===== src/rtl/irq_pkg.sv =====
// Shared constants and types for the interrupt controller.
// Register offsets, FSM encoding and ID width live here.
package irq_pkg;

  localparam int IRQ_ID_W = 4;
  localparam logic [IRQ_ID_W-1:0] IRQ_NONE = 4'hF;

  localparam logic [1:0] REG_PENDING = 2'd0;
  localparam logic [1:0] REG_MASK    = 2'd1;
  localparam logic [1:0] REG_CUR     = 2'd2;
  localparam logic [1:0] REG_EDGE    = 2'd3;

  typedef enum logic [1:0] {
    IDLE    = 2'd0,
    ASSERT  = 2'd1,
    SERVICE = 2'd2
  } irq_state_t;

endpackage


===== src/rtl/irq_prio_enc.sv =====
// Lowest-index-wins priority encoder.
// Outputs {valid, id}; id is IRQ_NONE when nothing requests.
module irq_prio_enc
  import irq_pkg::*;
#(
  parameter int N_SRC = 4
) (
  input  logic [N_SRC-1:0]    req,
  output logic                valid,
  output logic [IRQ_ID_W-1:0] id
);

  always_comb begin
    valid = 1'b0;
    id    = IRQ_NONE;
    for (int i = N_SRC - 1; i >= 0; i--) begin
      if (req[i]) begin
        valid = 1'b1;
        id    = IRQ_ID_W'(i);
      end
    end
  end

endmodule


===== src/rtl/irq_ctrl.sv =====
// Interrupt controller: latch, mask, prioritise, INTA/EOI handshake.
// Define IRQ_SYNC_EN to add a 2-flop synchroniser on irq_src.
module irq_ctrl
  import irq_pkg::*;
#(
  parameter int N_SRC = 4
) (
  input  logic                clk,
  input  logic                clrn,
  input  logic                STB,
  input  logic                WE,
  input  logic [1:0]          ADDR,
  input  logic [31:0]         DAT_I,
  output logic [31:0]         DAT_O,
  output logic                ACK,
  input  logic [N_SRC-1:0]    irq_src,
  input  logic                INTA,
  output logic                INT,
  output logic [IRQ_ID_W-1:0] irq_id,
  output logic                in_service
);

  irq_state_t state, state_d;

  logic [N_SRC-1:0]    s;
  logic [N_SRC-1:0]    src_q;
  logic [N_SRC-1:0]    pending;
  logic [N_SRC-1:0]    mask;
  logic [N_SRC-1:0]    edge_mode;
  logic [N_SRC-1:0]    pend_d;
  logic [N_SRC-1:0]    pend_clr;
  logic [N_SRC-1:0]    take_oh;
  logic [N_SRC-1:0]    rise;
  logic [N_SRC-1:0]    req;
  logic [IRQ_ID_W-1:0] win;
  logic [IRQ_ID_W-1:0] id_d;
  logic                valid;
  logic                wr;
  logic                eoi;
  logic                take;
  logic                unused_dat;

`ifdef IRQ_SYNC_EN
  logic [N_SRC-1:0] sync1;
  logic [N_SRC-1:0] sync2;

  // keyboard ready originates in the clk_scan domain
  always_ff @(posedge clk) begin
    if (!clrn) begin
      sync1 <= '0;
      sync2 <= '0;
    end else begin
      sync1 <= irq_src;
      sync2 <= sync1;
    end
  end

  assign s = sync2;
`else
  assign s = irq_src;
`endif

  assign unused_dat = ^DAT_I[31:N_SRC];

  assign ACK = STB;
  assign wr  = STB & WE;
  assign eoi = wr && (ADDR == REG_CUR);

  assign req = pending & mask;

  irq_prio_enc #(
    .N_SRC(N_SRC)
  ) u_enc (
    .req  (req),
    .valid(valid),
    .id   (win)
  );

  assign take    = (state == ASSERT) && INTA && valid;
  assign take_oh = take ? (N_SRC'(1) << win) : '0;
  assign rise    = s & ~src_q;

  assign pend_clr = (wr && (ADDR == REG_PENDING))
                  ? DAT_I[N_SRC-1:0] : '0;

  // a new edge beats a same-cycle clear
  assign pend_d = (~edge_mode & s)
                | (edge_mode & (rise
                  | (pending & ~pend_clr & ~take_oh)));

  always_comb begin
    state_d = state;
    id_d    = irq_id;
    unique case (state)
      IDLE: begin
        if (valid) state_d = ASSERT;
      end
      ASSERT: begin
        if (take) begin
          state_d = SERVICE;
          id_d    = win;
        end else if (!valid) begin
          state_d = IDLE;
        end
      end
      SERVICE: begin
        if (eoi) begin
          state_d = IDLE;
          id_d    = IRQ_NONE;
        end
      end
      default: begin
        state_d = IDLE;
        id_d    = IRQ_NONE;
      end
    endcase
  end

  always_ff @(posedge clk) begin
    if (!clrn) begin
      state     <= IDLE;
      irq_id    <= IRQ_NONE;
      pending   <= '0;
      mask      <= '0;
      edge_mode <= '0;
      src_q     <= '0;
    end else begin
      state   <= state_d;
      irq_id  <= id_d;
      pending <= pend_d;
      src_q   <= s;
      if (wr && (ADDR == REG_MASK))
        mask <= DAT_I[N_SRC-1:0];
      if (wr && (ADDR == REG_EDGE))
        edge_mode <= DAT_I[N_SRC-1:0];
    end
  end

  assign INT        = (state == ASSERT);
  assign in_service = (state == SERVICE);

  always_comb begin
    DAT_O = '0;
    if (STB) begin
      unique case (ADDR)
        REG_PENDING: DAT_O = 32'(pending);
        REG_MASK:    DAT_O = 32'(mask);
        REG_CUR:     DAT_O = {in_service, 27'b0, irq_id};
        REG_EDGE:    DAT_O = 32'(edge_mode);
        default:     DAT_O = '0;
      endcase
    end
  end

endmodule


===== config.mk =====
export PLATFORM = sky130hd
export DESIGN_NAME = irq_ctrl
export DESIGN_NICKNAME = d
export VERILOG_FILES = /design/src/rtl/irq_pkg.sv /design/src/rtl/irq_prio_enc.sv /design/src/rtl/irq_ctrl.sv
export SDC_FILE = /design/constraint.sdc
export NUM_CORES = 1
export LEC_CHECK = 0
export ABC_AREA = 1
export CORE_MARGIN = 2
export CORE_UTILIZATION = 39
export CTS_BUF_LIST = sky130_fd_sc_hd__clkbuf_2
export DETAILED_ROUTE_END_ITERATION = 10
export GPL_ROUTABILITY_DRIVEN = 0
export PLACE_DENSITY_LB_ADDON = 0.15
export SETUP_SLACK_MARGIN = 0.15
export SYNTH_ARGS = -nofsm -noshare
export SYNTH_HDL_FRONTEND = slang
export SYNTH_HIERARCHICAL = 1
export SYNTH_SLANG_ARGS = --single-unit

===== constraint.sdc =====
create_clock -name clk -period 1.7 [get_ports clk]
set_clock_uncertainty 0.05 [all_clocks]
set_input_delay 0.17 -clock clk [delete_from_list [all_inputs] [get_ports clk]]
set_output_delay 0.17 -clock clk [all_outputs]
set_load 0.05 [all_outputs]

* Yosys cells after proc, flatten, opt, wreduce, memory -nomap -nowiden *
Cells that the tools add are included.

storage, ports and cells
  register bits after elaboration = 22
  input port bits = 43
  logic and storage cells = 60

operators by class
  eq/ne operators = 9
  shift-type cells = 1
  multiplexer cells = 20
  bitwise operators = 14
  reductions and logical operators = 10

operators by type and width
  kind                                                               number
  32-bit one-hot mux with 4 select lines                             1
  32-bit 2-to-1 mux                                                  1
  4-bit 2-to-1 mux                                                   8
  4-bit bitwise AND                                                  6
  4-bit NOT                                                          4
  4-bit one-hot mux with 3 select lines                              1
  2-bit 2-to-1 mux                                                   4
  4-bit bitwise OR                                                   2
  2-bit == test, second input constant                               3
  1-bit logical AND                                                  6
  2-bit one-hot mux with 3 select lines                              1
  3-bit AND reduction                                                2
  2-bit by 1-bit == test with 1-bit output, second input constant    2
  2-bit zero test                                                    2
  1-bit 2-to-1 mux                                                   4
  2-bit by 1-bit != test with 1-bit output, second input constant    2
  1-bit by 4-bit << shifter with 4-bit output, first input constant  1
  3-bit by 2-bit != test with 1-bit output, second input constant    1
  2-bit != test, second input constant                               1
  1-bit bitwise AND                                                  1
  1-bit NOT                                                          1

* Logic depth before layout (Yosys ltp) *
Gate-level depths: netlist of the first run.

  word-level depth = 12
  mapped depth = 12

* Modules after synthesis *
The synthesis of the first run kept the hierarchy.

by module, submodules not included
  module        instances  cells each  area an instance (um^2)
  irq_ctrl      1          205         1370.1
  irq_prio_enc  1          11          55.1

* Worst setup path before layout of the first run *
Ideal clock, no wire load.

  path type = register to output
  from = register irq_id[0]
  to = output DAT_O[0]
  arrival = 1.530 ns
  required time = 1.480 ns
  path slack = -0.050 ns
  stages on the path, launching flop included = 3
  path buffers = 0
  cells stage by stage = dfxtp_1 nand2_1 a31oi_1

between the ends
  word-level cells in the longest chain between the ends = 2

ends and longest elaborated chain
  element                                 line             text
  start: declaration                      irq_ctrl.sv:19   output logic [IRQ_ID_W-1:0] irq_id,
  start signal: assignment                irq_ctrl.sv:129  irq_id <= id_d;
  32-bit one-hot mux with 4 select lines  irq_ctrl.sv:145  unique case (ADDR)
  32-bit 2-to-1 mux                       irq_ctrl.sv:144  if (STB) begin
  end: declaration                        irq_ctrl.sv:14   output logic [31:0] DAT_O,

Every way passes these cells. The select of a mux whose other input is x is not followed.

* Worst setup path in the final report of the first run *
  from = register edge_mode[2]
  to = output DAT_O[2]

between the ends
  word-level cells in the longest chain between the ends = 2

ends and longest elaborated chain
  element                                 line             text
  start: declaration                      irq_ctrl.sv:29   logic [N_SRC-1:0] edge_mode;
  start signal: assignment                irq_ctrl.sv:135  edge_mode <= DAT_I[N_SRC-1:0];
  32-bit one-hot mux with 4 select lines  irq_ctrl.sv:145
  32-bit 2-to-1 mux                       irq_ctrl.sv:144

Every way passes these cells. The select of a mux whose other input is x is not followed.

==> run metrics, run 1 <==
number of max-cap violations 0; Post-Route WL 3360 um; Unique masters post-synth 25; first-pass GRT wire length 5660 um; Bufs on Longest Clock Path 2; Req. time, crit path 1.48 ns; Power Density 606 nW/um2; Starting Density 41.7%; # clock sinks 22; largest cells by area after synthesis dfxtp_1 31%, buf_4 15%, nand2_1 15%; WL/cell 11.2 um; Final setup viols 0; worst r2r src pending[1]; vias 1336; initial antenna violation count 0; kind of critical path reg2out; final hold slack 0.283 ns; Synth top area share 30.9%; Mapped Area 1430 um2; Pleak 0.935 nW; crit path DAT 1.27 ns; commonest register cell after synthesis dfxtp_1; outcome finished clean; top cell type by total area after synthesis dfxtp_1; GRT Overall Usage 17.5%; CTS H-Tree Depth 1; peak supply drop 434 uV; crit-path max cell delay 0.44 ns; Tmin final 1.49 ns; Worst-Skew Late Latency 0.33 ns; Util after Layout 55.6%; HPWL after detailed placement 2500 um; Critical Path Sink Type primary output; share of cells above drive strength 1 25.2%; RSZ-0062 raised after global routing true; Root Driver clkbuf_2; Worst Setup SP edge_mode[2]; f_max 0.671 GHz; DRC Markers 0; total CTS buffers 3; Synth async-reset ratio 0%; Die ar. 4150 um2; Hold Buf Count CTS 0; synth-to-layout area growth 33.4%; Critical Path, Cell by Cell nand2_1, a31oi_4, buf_12; Worst Setup Start Kind register; final hold vios 0; First DRT Iteration DRCs 62; setup TNS 0 ns; Initial DRT Pass Iterations 4; Syn Area/Cell 6.60 um2; critical path's top delay family flip-flops; n_diodes 0; worst-path fanout max 4; Post-Syn Instances 216; Reg clk slew, reported paths 0.21 ns; Critical-path top delay cell dfxtp_1; CTS tree done; routed vias/inst 4.45; largest net degree at the start of global routing 17; fin. max-slew vios 0; yosys warns 6; buffers added on ports 26; share of the yosys chip area belonging to registers 30.9%; WP buf/inv 1; nets 298; register bit total from synthesis 22; row count 21; IO Count 82; gr ovfl total 0; Routed Antenna Nets 0; die height 64.5 um; hold_sp irq_src[0]; crit share post-route 87.7%; Die Wd 64.5 um; vias in the first global route 1236; core area 3420 um2; number of synthesized flops with an enable pin 0; HP Class in2reg
[flip-flops by register name, indices dropped and copies added (netlist names)]
name / cells
edge_mode: 4
irq_id: 4
mask: 4
pending: 4
src_q: 4
state: 2
[worst register-to-register path, delay by kind of cell (launching register included)]
family / cells / cell delay (ns)
AND/OR/NAND/NOR: 8 / 0.65
flip-flops: 1 / 0.41
buffers and inverters: 3 / 0.24
[final timing paths]
path,endpoint,cells past startpoint,slack [ns]
setup / recovery,DAT_O[2],3,0.21
hold / removal,src_q[0],3,0.28
setup reg to reg,pending[0],11,0.29
hold reg to reg,pending[3],3,0.44
[logic make-up (layout without fill, tap and decap cells)]
logic type / count (synthesis) / after routing / synth area share, %
AOI/OAI and AO/OA: 24 / 24 / 9.22
and+or+nand+nor: 110 / 110 / 36.4
DFF: 22 / 22 / 30.9
buffers and inverters: 59 / 71 / 23.2
other: 1 / 27 / 0.263
[synth_stat cells (2+ instances only)]
master,count
o21ai_0,16
nand3_1,6
inv_1,27
nor2_1,25
nand2_2,2
nand4_1,4
nor2_4,2
nand2_1,58
nor2_2,3
buf_4,29
a31oi_1,4
nor3_1,2
dfxtp_1,22
nand3_2,2
a21oi_1,2
inv_2,2
nand3b_1,2
[metrics by stage]
step           setup slack [ns]  power [W]  instances  instance area [um2]
3_3_place_gp             0.0241   0.000926        295                 1800
3_5_place_dp             0.0366   0.000928        295                 1800
6_report                  0.209    0.00115        300                 1900
5_1_grt                   0.136    0.00122        300                 1900
4_1_cts                   0.144    0.00115        300                 1870
2_1_floorplan             0.201   0.000856        242                 1550
[cells in the final DEF (no fill, tap or decap), types with 2 or more instances in the layout]
cell type,synthesis,layout
nor2_2,3,4
o21ai_1,0,5
nand4_1,4,4
dfxtp_2,0,8
o21ai_0,16,8
a21oi_1,2,2
nor2_4,2,2
nor3_1,2,2
inv_1,27,25
nand3b_1,2,2
dfxtp_1,22,13
nand2_2,2,4
dlygate4sd2_1,0,2
a31oi_4,0,3
nand3_1,6,6
conb_1,1,27
clkdlybuf4s50_1,0,11
nor2_1,25,24
buf_12,0,8
nand2_1,58,56
o21ai_2,1,3
clkbuf_2,0,3
buf_4,29,15
inv_2,2,3
nand3_2,2,2
[power by group]
group / internal (W) / switching [W] / leakage [nW] / total (W)
Clock: 0.0000511 / 0.000165 / 0.0140 / 0.000216
Sequential: 0.000537 / 0.0000162 / 0.183 / 0.000554
Combinational: 0.000112 / 0.000271 / 0.738 / 0.000383
Total: 0.000700 / 0.000452 / 0.935 / 0.00115
[what timing repair did]
| item | 4_1_cts | 5_1_grt |
|---|---|---|
| setup buffers | 1 | 0 |
| pin swaps | 3 | 2 |
| setup endpoints to repair | 5 | 13 |
| gates resized for setup | 20 | 16 |
[layout make-up]
cell class,instances,area (um2)
Multi-Input combinational cell,161,835
Inverter,29,111
Sequential cell,22,454
Clock inverter,1,3.75
Clock buffer,3,15.0
Tap cell,46,57.6
Timing Repair Buffer,38,424
Fill cell,343,1520
[metal layers]
layer	track usage, %	share of wire [%]	up-vias
met1	25.1	46	579
met2	26.4	46	57
li1	-	-	695
met4	5.05	1.0	0
met5	0	0	-
met3	3.65	7.2	5
(Power assumes the default switching activity.)
==> inputs of run 2 (changes only) <==
HOLD_SLACK_MARGIN = 0.12   (was not set)
SLEW_MARGIN = 20   (was not set)
==> results of run 2 <==
Final layout, timing and power as in run 1 (identical DEF).
